<file path="src/rtl/mem_access_unit.sv">
// Memory-side stage behind the multicycle control FSM: runs one req/ack bus
// transaction per load, store or fetch, and stalls the FSM until it completes.
module mem_access_unit #(
   parameter int ADDR_WIDTH     = 32,
   parameter int TIMEOUT_CYCLES = 255
) (
   input  logic                  clk,
   input  logic                  rst_n,
   input  logic                  memory_read,
   input  logic                  memory_write,
   input  logic                  lorD,
   input  logic [2:0]            funct3,
   input  logic [ADDR_WIDTH-1:0] address,
   input  logic [31:0]           write_data,
   output logic                  stall,
   output logic [31:0]           read_data,
   output logic                  misaligned,
   output logic                  bus_timeout,
   output logic                  bus_req,
   output logic                  bus_we,
   output logic [ADDR_WIDTH-1:0] bus_addr,
   output logic [31:0]           bus_wdata,
   output logic [3:0]            bus_be,
   input  logic                  bus_ack,
   input  logic [31:0]           bus_rdata
);

   typedef enum logic [1:0] {IDLE, REQ, DONE} state_t;

   localparam logic [1:0]  SZ_BYTE = 2'b00;
   localparam logic [1:0]  SZ_HALF = 2'b01;
   localparam logic [1:0]  SZ_WORD = 2'b10;
   localparam logic [15:0] LP_LAST = 16'(TIMEOUT_CYCLES - 1);

   state_t                r_state;
   state_t                w_nextState;
   logic                  r_we;
   logic [ADDR_WIDTH-1:0] r_addr;
   logic [31:0]           r_wdata;
   logic [3:0]            r_be;
   logic [1:0]            r_size;
   logic                  r_unsigned;
   logic [1:0]            r_off;
   logic [15:0]           r_count;
   logic [31:0]           r_readData;
   logic                  r_misaligned;
   logic                  r_timeout;

   logic                  w_start;
   logic                  w_isWrite;
   logic [1:0]            w_size;
   logic                  w_unsigned;
   logic                  w_aligned;
   logic                  w_legal;
   logic [3:0]            w_be;
   logic [31:0]           w_wdata;
   logic                  w_timeoutHit;
   logic                  w_stall;
   logic [31:0]           w_shifted;
   logic [31:0]           w_loadData;

   assign w_start      = memory_read | memory_write;
   assign w_isWrite    = memory_write;
   assign w_legal      = w_start & w_aligned;
   assign w_timeoutHit = (r_count == LP_LAST) & ~bus_ack;

   // Width decode: a fetch is always a word; funct3 codes 011/110/111 fall back to word.
   always_comb begin
      w_size     = SZ_WORD;
      w_unsigned = 1'b0;
      if (lorD) begin
         case (funct3[1:0])
            2'b00:   w_size = SZ_BYTE;
            2'b01:   w_size = SZ_HALF;
            default: w_size = SZ_WORD;
         endcase
         w_unsigned = funct3[2];
      end
   end

   always_comb begin
      w_aligned = 1'b1;
      w_be      = 4'b1111;
      w_wdata   = 32'd0;
      case (w_size)
         SZ_BYTE: w_aligned = 1'b1;
         SZ_HALF: w_aligned = ~address[0];
         default: w_aligned = (address[1:0] == 2'b00);
      endcase
      if (w_isWrite) begin
         case (w_size)
            SZ_BYTE: begin
               w_be    = 4'b0001 << address[1:0];
               w_wdata = {4{write_data[7:0]}};
            end
            SZ_HALF: begin
               w_be    = address[1] ? 4'b1100 : 4'b0011;
               w_wdata = {2{write_data[15:0]}};
            end
            default: begin
               w_be    = 4'b1111;
               w_wdata = write_data;
            end
         endcase
      end
   end

   // Bring the addressed lane down to bit 0, then extend to 32 bits.
   always_comb begin
      w_shifted  = bus_rdata >> {r_off, 3'b000};
      w_loadData = w_shifted;
      case (r_size)
         SZ_BYTE: w_loadData = {{24{~r_unsigned & w_shifted[7]}}, w_shifted[7:0]};
         SZ_HALF: w_loadData = {{16{~r_unsigned & w_shifted[15]}}, w_shifted[15:0]};
         default: w_loadData = w_shifted;
      endcase
   end

   always_comb begin
      w_nextState = r_state;
      w_stall     = 1'b0;
      case (r_state)
         IDLE: begin
            if (w_start) begin
               w_stall     = w_legal;
               w_nextState = w_legal ? REQ : DONE;
            end
         end
         REQ: begin
            w_stall = 1'b1;
            if (bus_ack || w_timeoutHit) w_nextState = DONE;
         end
         DONE:    w_nextState = IDLE;
         default: w_nextState = IDLE;
      endcase
   end

   always_ff @(posedge clk or negedge rst_n) begin
      if (!rst_n) begin
         r_state      <= IDLE;
         r_we         <= 1'b0;
         r_addr       <= '0;
         r_wdata      <= 32'd0;
         r_be         <= 4'd0;
         r_size       <= SZ_WORD;
         r_unsigned   <= 1'b0;
         r_off        <= 2'd0;
         r_count      <= 16'd0;
         r_readData   <= 32'd0;
         r_misaligned <= 1'b0;
         r_timeout    <= 1'b0;
      end else begin
         r_state      <= w_nextState;
         r_misaligned <= 1'b0;
         r_timeout    <= 1'b0;
         case (r_state)
            IDLE: begin
               r_count <= 16'd0;
               if (w_legal) begin
                  r_we       <= w_isWrite;
                  r_addr     <= {address[ADDR_WIDTH-1:2], 2'b00};
                  r_wdata    <= w_wdata;
                  r_be       <= w_be;
                  r_size     <= w_size;
                  r_unsigned <= w_unsigned;
                  r_off      <= address[1:0];
               end else if (w_start) begin
                  r_misaligned <= 1'b1;
               end
            end
            REQ: begin
               r_count <= r_count + 16'd1;
               if (bus_ack) begin
                  if (!r_we) r_readData <= w_loadData;
               end else if (w_timeoutHit) begin
                  r_timeout <= 1'b1;
                  if (!r_we) r_readData <= 32'd0;
               end
            end
            default: r_count <= 16'd0;
         endcase
      end
   end

   // Stall is gated by reset so the control FSM is released the instant reset asserts.
   assign stall       = w_stall & rst_n;
   assign bus_req     = (r_state == REQ);
   assign bus_we      = r_we;
   assign bus_addr    = r_addr;
   assign bus_wdata   = r_wdata;
   assign bus_be      = r_be;
   assign read_data   = r_readData;
   assign misaligned  = r_misaligned;
   assign bus_timeout = r_timeout;

endmodule

</file>
<file path="config.mk">
export PLATFORM = sky130hd
export DESIGN_NAME = mem_access_unit
export DESIGN_NICKNAME = d
export VERILOG_FILES = /design/src/rtl/mem_access_unit.sv
export SDC_FILE = /design/constraint.sdc
export NUM_CORES = 1
export LEC_CHECK = 0
export ABC_AREA = 1
export BUFFER_PORTS_ARGS = -buffer_cell sky130_fd_sc_hd__buf_2
export CAP_MARGIN = 10
export CORE_MARGIN = 2
export CORE_UTILIZATION = 51
export CTS_CLUSTER_SIZE = 10
export DETAILED_ROUTE_END_ITERATION = 10
export GPL_TIMING_DRIVEN = 0
export PLACE_DENSITY = 0.81
export SETUP_SLACK_MARGIN = 0.4
export SKIP_LAST_GASP = 1
export SYNTH_ARGS = -nofsm -noshare
export SYNTH_HDL_FRONTEND = slang
export SYNTH_SLANG_ARGS = --single-unit
</file>
<file path="constraint.sdc">
create_clock -name clk -period 2.17 [get_ports clk]
set_clock_uncertainty 0.1 [all_clocks]
set_input_delay 0.434 -clock clk [delete_from_list [all_inputs] [get_ports clk]]
set_output_delay 0.434 -clock clk [all_outputs]
set_load 0.03 [all_outputs]
</file>
### Word-level counts from Yosys, hierarchy flattened

Index checks and enable logic that the tools add are counted.

| operators by class | value |
|---|---|
| equal/unequal tests | 7 |
| multiplexer cells | 27 |
| $add $sub $neg | 1 |
| reduce and logical (&&, ||, !) cells | 10 |
| shift operators | 2 |
| bitwise logic cells | 10 |

Operator list:

| operator | count |
|---|---|
| $mux 32 | 5 |
| $pmux 32 s2 | 2 |
| $shr 32x5->32 | 1 |
| $add 16x1->16 const B | 1 |
| $eq 16x8->1 const B | 1 |
| $mux 16 | 1 |
| $logic_not 2->1 | 5 |
| $eq 2x1->1 const B | 4 |
| $mux 1 | 8 |
| $mux 2 | 4 |
| $mux 4 | 2 |
| $pmux 2 s2 | 2 |
| $pmux 4 s2 | 1 |
| $and 1x1->1 | 5 |
| $not 1->1 | 4 |
| $pmux 1 s2 | 2 |
| $reduce_and 2->1 | 2 |
| $shl 1x2->4 const A | 1 |
| $reduce_and 3->1 | 1 |
| $ne 2x1->1 const B | 1 |
| $ne 2x2->1 const B | 1 |
| $reduce_bool 2->1 | 1 |
| $logic_or 1x1->1 | 1 |
| $or 1x1->1 | 1 |

| word-level totals | value |
|---|---|
| logic and storage cells | 69 |
| register bits | 124 |
| output and inout port bits | 105 |

### Depth between registers and ports, before layout

| logic depth | value |
|---|---|
| depth after elaboration | 9 |
| depth in mapped cells | 10 |
| mapped depth without buffers | 9 |

### Worst setup path after synthesis

OpenSTA, ideal clock, no wires.

| timing path | value |
|---|---|
| path type | in2out |
| start | in funct3[1] |
| end | out stall |
| path buffers | 2 |
| arrival | 1.519 ns |
| cell stages on the path | 7 |
| path slack | 0.117 ns |
| path through | inv_1 nand2_2 o21ai_2 nand3_2 buf_4 buf_6 a21boi_1 |

| on the way | value |
|---|---|
| word-level cells in the longest chain between the ends | 9 |

Ends and longest elaborated chain:

| what | RTL line | text |
|---|---|---|
| start: declaration | 12 | `input logic [2:0] funct3,` |
| $eq 2x1->1 or $logic_not 2->1 (tied branches) | 72 | `case (funct3[1:0])` |
| $pmux 2 s2 * | 72 |  |
| $mux 2 * | 71 | `if (lorD) begin` |
| $eq 2x1->1 or $logic_not 2->1 (tied branches) | 85 | `case (w_size)` |
| $pmux 1 s2 * | 85 |  |
| $and 1x1->1 * | 64 | `assign w_legal = w_start & w_aligned;` |
| $mux 1 * | 124 | `if (w_start) begin` |
| $pmux 1 s2 * | 122 | `case (r_state)` |
| $and 1x1->1 * | 186 | `assign stall = w_stall & rst_n;` |
| end: declaration | 15 | `output logic stall,` |

Every way passes the cells marked *; elsewhere a longest branch is shown, timed or not.

### Worst setup path after layout

| timing path | value |
|---|---|
| start | reg r_state[1] |
| end | reg r_state[1] |

| on the way | value |
|---|---|
| word-level cells in the longest chain between the ends | 3 |

Ends and longest elaborated chain:

| what | RTL line | text |
|---|---|---|
| start: declaration | 35 | `state_t r_state;` |
| start signal: assignment | 153 | `r_state <= w_nextState;` |
| $eq 2x1->1 or $logic_not 2->1 (tied branches) | 122 |  |
| $ne 2x1->1 (no source line) or $ne 2x2->1 (tied branches) | -- |  |
| $reduce_and 2->1 (no source line) | -- |  |

Several ways; a longest one is shown, not always the timed one.
A chain may end at the register's enable or synchronous reset.

==> qor.csv <==
stage;metric;value;unit
clock_network;clock sinks;124;
floorplan;cell row count;40;
logic_synthesis;area of the mapped netlist;6180;µm²
sta;final period utilization;101;%
placement;PortBufs;207;
clock_network;root buffer cell;clkbuf_16;
route;DRT iter0 DRCs;479;
sta;RSZ-0062 raised after global routing;yes;
logic_synthesis;Post-synth EDFFs;0;
power_and_ir_drop;internal power;7.07;mW
clock_network;CTS tree;yes;
logic_synthesis;post-synthesis sequential area ratio;50.3;%
sta;Least-Margin Pin Slew;898;ps
floorplan;Initial Util;51.9;%
global_routing;GRT Util Overall;28.0;%
outcome;failing checks;negative hold slack, negative setup slack;
worst_setup_path;Register-to-Register Path Depth;17;
floorplan;I/O pin total;210;
clock_network;TritonCTS Buffers;17;
power_and_ir_drop;leak pwr;4.76;nW
placement;GP Congestion;0.909;
logic_synthesis;post-synthesis register bit count;124;
logic_synthesis;Synth cell types;37;
global_routing;first-pass GRT wire length;28.2;mm
route;vias post-DR;6188;
worst_setup_path;largest fanout on the critical path;2;
sta;setup violators final;2;
worst_setup_path;worst r2r src;r_state[1];
placement;detailed placement HPWL;12.6;mm
power_and_ir_drop;P_sw;5.46;mW
layout;area grow syn2layout;35.4;%
layout;number of nets in the final layout;1189;
layout;final instance area;8360;µm²
global_routing;gr ovfl total;0;
worst_setup_path;Max stage delay on crit path;370;ps
logic_synthesis;top cells by area, synth;dfrtp_1 50%, nand2_1 25%, nand3_1 4.8%;
global_routing;initial antenna violation count;1;
route;antenna viol nets, final;0;
layout;area of the multi-input gates;2720;µm²
logic_synthesis;Main synth FF type;dfrtp_1;
route;router iterations before antenna repair;5;
worst_setup_path;r2r endpoint;r_state[1];
floorplan;total core area;11900;µm²
power_and_ir_drop;power share of the combinational group;45.8;%
floorplan;die height;114;µm
worst_setup_path;WP data arrival;2410;ps
sta;Pins Over Slew Limit;0;
worst_setup_path;Cell Chain, Critical Path;inv_2 > buf_6 > buf_6 > buf_6 > buf_6 > buf_4 > buf_6 > buf_6 > buf_4 > buf_4 > buf_4 > buf_4 > buf_4 > nand3_2 > nand2_1 > nand2_1 > inv_1;
worst_setup_path;slowest CP cell;dfrtp_1;
layout;most common cell after layout, fill and taps aside;nand2_1;
outcome;outcome;finished, violations left;
power_and_ir_drop;worst vdd ir;959;µV
sta;final setup margin;-25.4;ps
layout;FF+latch area;3100;µm²
logic_synthesis;Mapped Cells;834;
sta;Hold Fails Final Rpt;74;
worst_setup_path;worst setup path startpoint;r_state[1];
clock_network;clk slew on worst S/H paths;50;ps
layout;Layout fillers;965;
layout;commonest non-fill, non-tap cells in the layout;406 x nand2_1, 229 x buf_2, 123 x dfrtp_1;
job;maxcap violations;0;
placement;dpl cell area;7460;µm²
logic_synthesis;Yosys top cell area share;49.8;%
power_and_ir_drop;part of the power in registers;29.7;%
logic_synthesis;Warnings, synthesis;0;
clock_network;Skew-Pair Late Insertion Delay;420;ps
route;routed length per instance;14.1;µm
floorplan;Die W;114;µm
sta;achievable frequency;456;MHz
route;total wire length;17.5;mm
logic_synthesis;most area-hungry cell type in the Yosys netlist;dfrtp_1;
logic_synthesis;Mean Syn Cell Area;7.41;µm²
power_and_ir_drop;switching share of power;43.6;%
floorplan;Die ar.;13000;µm²
worst_setup_path;CP Capture Type;flop;
clock_network;CTS max path bufs;2;
logic_synthesis;Async S/R FF share, synth;100;%
worst_setup_path;crit path launch type;flop;
layout;share of layout cells above drive strength 1;29.7;%
worst_setup_path;setup slack, reg-to-reg;-30;ps
worst_setup_path;data required time of the critical path;2390;ps
sta;slew margin rel.;39.9;%
route;vias per std cell;4.98;
sta;fin crit period;2200;ps
clock_network;htree depth;4;
route;residual DRC count;0;
global_routing;pin count of the biggest net entering global routing;97;
min_path;Hold Crit Class;in2async;
worst_setup_path;CP Capture Point;r_state[1];
worst_setup_path;critical path class;reg2reg;
global_routing;vias in the first global route;5845;
power_and_ir_drop;Clock power frac;24.5;%
power_and_ir_drop;PD cells;1500;nW/µm²
sta;Hold Slack;-75.9;ps
## Yosys cell counts (2+ instances only)
| cell | instances |
|---|---|
| nand2_1 | 408 |
| a21boi_1 | 4 |
| o21ai_1 | 6 |
| ha_1 | 2 |
| o21ai_0 | 10 |
| nand2_2 | 3 |
| buf_2 | 26 |
| nor2_1 | 73 |
| clkbuf_1 | 5 |
| nor3_1 | 2 |
| nor2_2 | 6 |
| or2_1 | 4 |
| xor2_1 | 3 |
| nand3_4 | 2 |
| inv_1 | 34 |
| dfrtp_1 | 123 |
| buf_4 | 6 |
| o211ai_1 | 7 |
| buf_6 | 4 |
| nand3_1 | 59 |
| inv_2 | 4 |
| a21oi_1 | 28 |
## logic make-up after synthesis
family | share of synthesized area, %
and+or+nand+nor | 37.1
DFF | 50.3
AOI/OAI and AO/OA | 5.31
adders and majority gates | 0.405
other | 0.0607
xor gates and xnor gates | 0.567
buffers and inverters | 6.34
## layer usage
| metal | GRT usage, % | up-vias | share of wire (%) |
|---|---|---|---|
| met4 | 10.2 | 2 | 2.1 |
| met1 | 35.0 | 2824 | 42 |
| li1 | - | 3083 | - |
| met3 | 9.63 | 36 | 8.2 |
| met5 | 0 | - | 0.074 |
| met2 | 45.2 | 243 | 48 |
## layout make-up
| type | count | share of cell area, % |
|---|---|---|
| clock inverter | 10 | 1.93 |
| inverter | 39 | 1.81 |
| clock buffer | 22 | 5.79 |
| sequential | 124 | 37.1 |
| timing repair buffer | 228 | 15.4 |
| multi-input combinational | 630 | 32.6 |
| tap | 147 | 2.20 |
| antenna | 1 | 0.0299 |
| buffer | 42 | 3.16 |
## worst max-delay path: cells and delay by family (launching register included)
family | cells | cell delay [ps]
DFF | 1 | 370
and+or+nand+nor | 3 | 170
buffers and inverters | 14 | 1440
## flip-flops by register name, indices dropped and copies added (netlist names), 2 cells and up
register   cells
read_data     32
bus_wdata     32
r_size         2
bus_be         4
r_count       16
r_state        2
r_off          2
bus_addr      30
## repair_timing
| action | 4_1_cts | 5_1_grt |
|---|---|---|
| hold buffers | 3 | 1 |
| buffers inserted | 15 | 1 |
| pin swaps | 4 | 1 |
| gates resized for setup | 8 | 19 |
| endpoints found under the setup margin | 2 | 45 |
| endpoints found under the hold margin | 29 | 20 |
## metrics by stage
stage	power [mW]	instances	utilization (%)	TNS [ps]	setup slack [ps]
3_5_place_dp	9.13	1190	62.6	0	10.9
4_1_cts	12.5	1240	69.6	-125	-76.0
5_1_grt	13.3	1242	70.2	-207	-104
6_report	12.5	1243	70.2	-49.5	-25.4
3_3_place_gp	9.04	1189	62.3	-128110	-1540
2_1_floorplan	7.49	835	-	0	410
## power groups by stage
stage / combinational, mW / clock (mW) / sequential [mW]
floorplan: 2.14 / 0 / 5.35
global placement: 5.33 / 0 / 3.71
detailed placement: 5.43 / 0 / 3.70
CTS: 5.65 / 3.10 / 3.72
global route: 6.25 / 3.20 / 3.82
finish: 5.74 / 3.07 / 3.72
## worst min path at each step
stage	from	end	slack (ps)	cells past startpoint
5_1_grt	rst_n	r_count[4]	-50	2
4_1_cts	rst_n	r_count[9]	-30	2
6_report	rst_n	r_count[4]	-80	2
3_3_place_gp	read_data[2]	read_data[2]	350	2
3_5_place_dp	rst_n	r_count[8]	220	1
2_1_floorplan	rst_n	bus_addr[10]	40	0
Note: power is estimated with default switching activity, not from simulation.
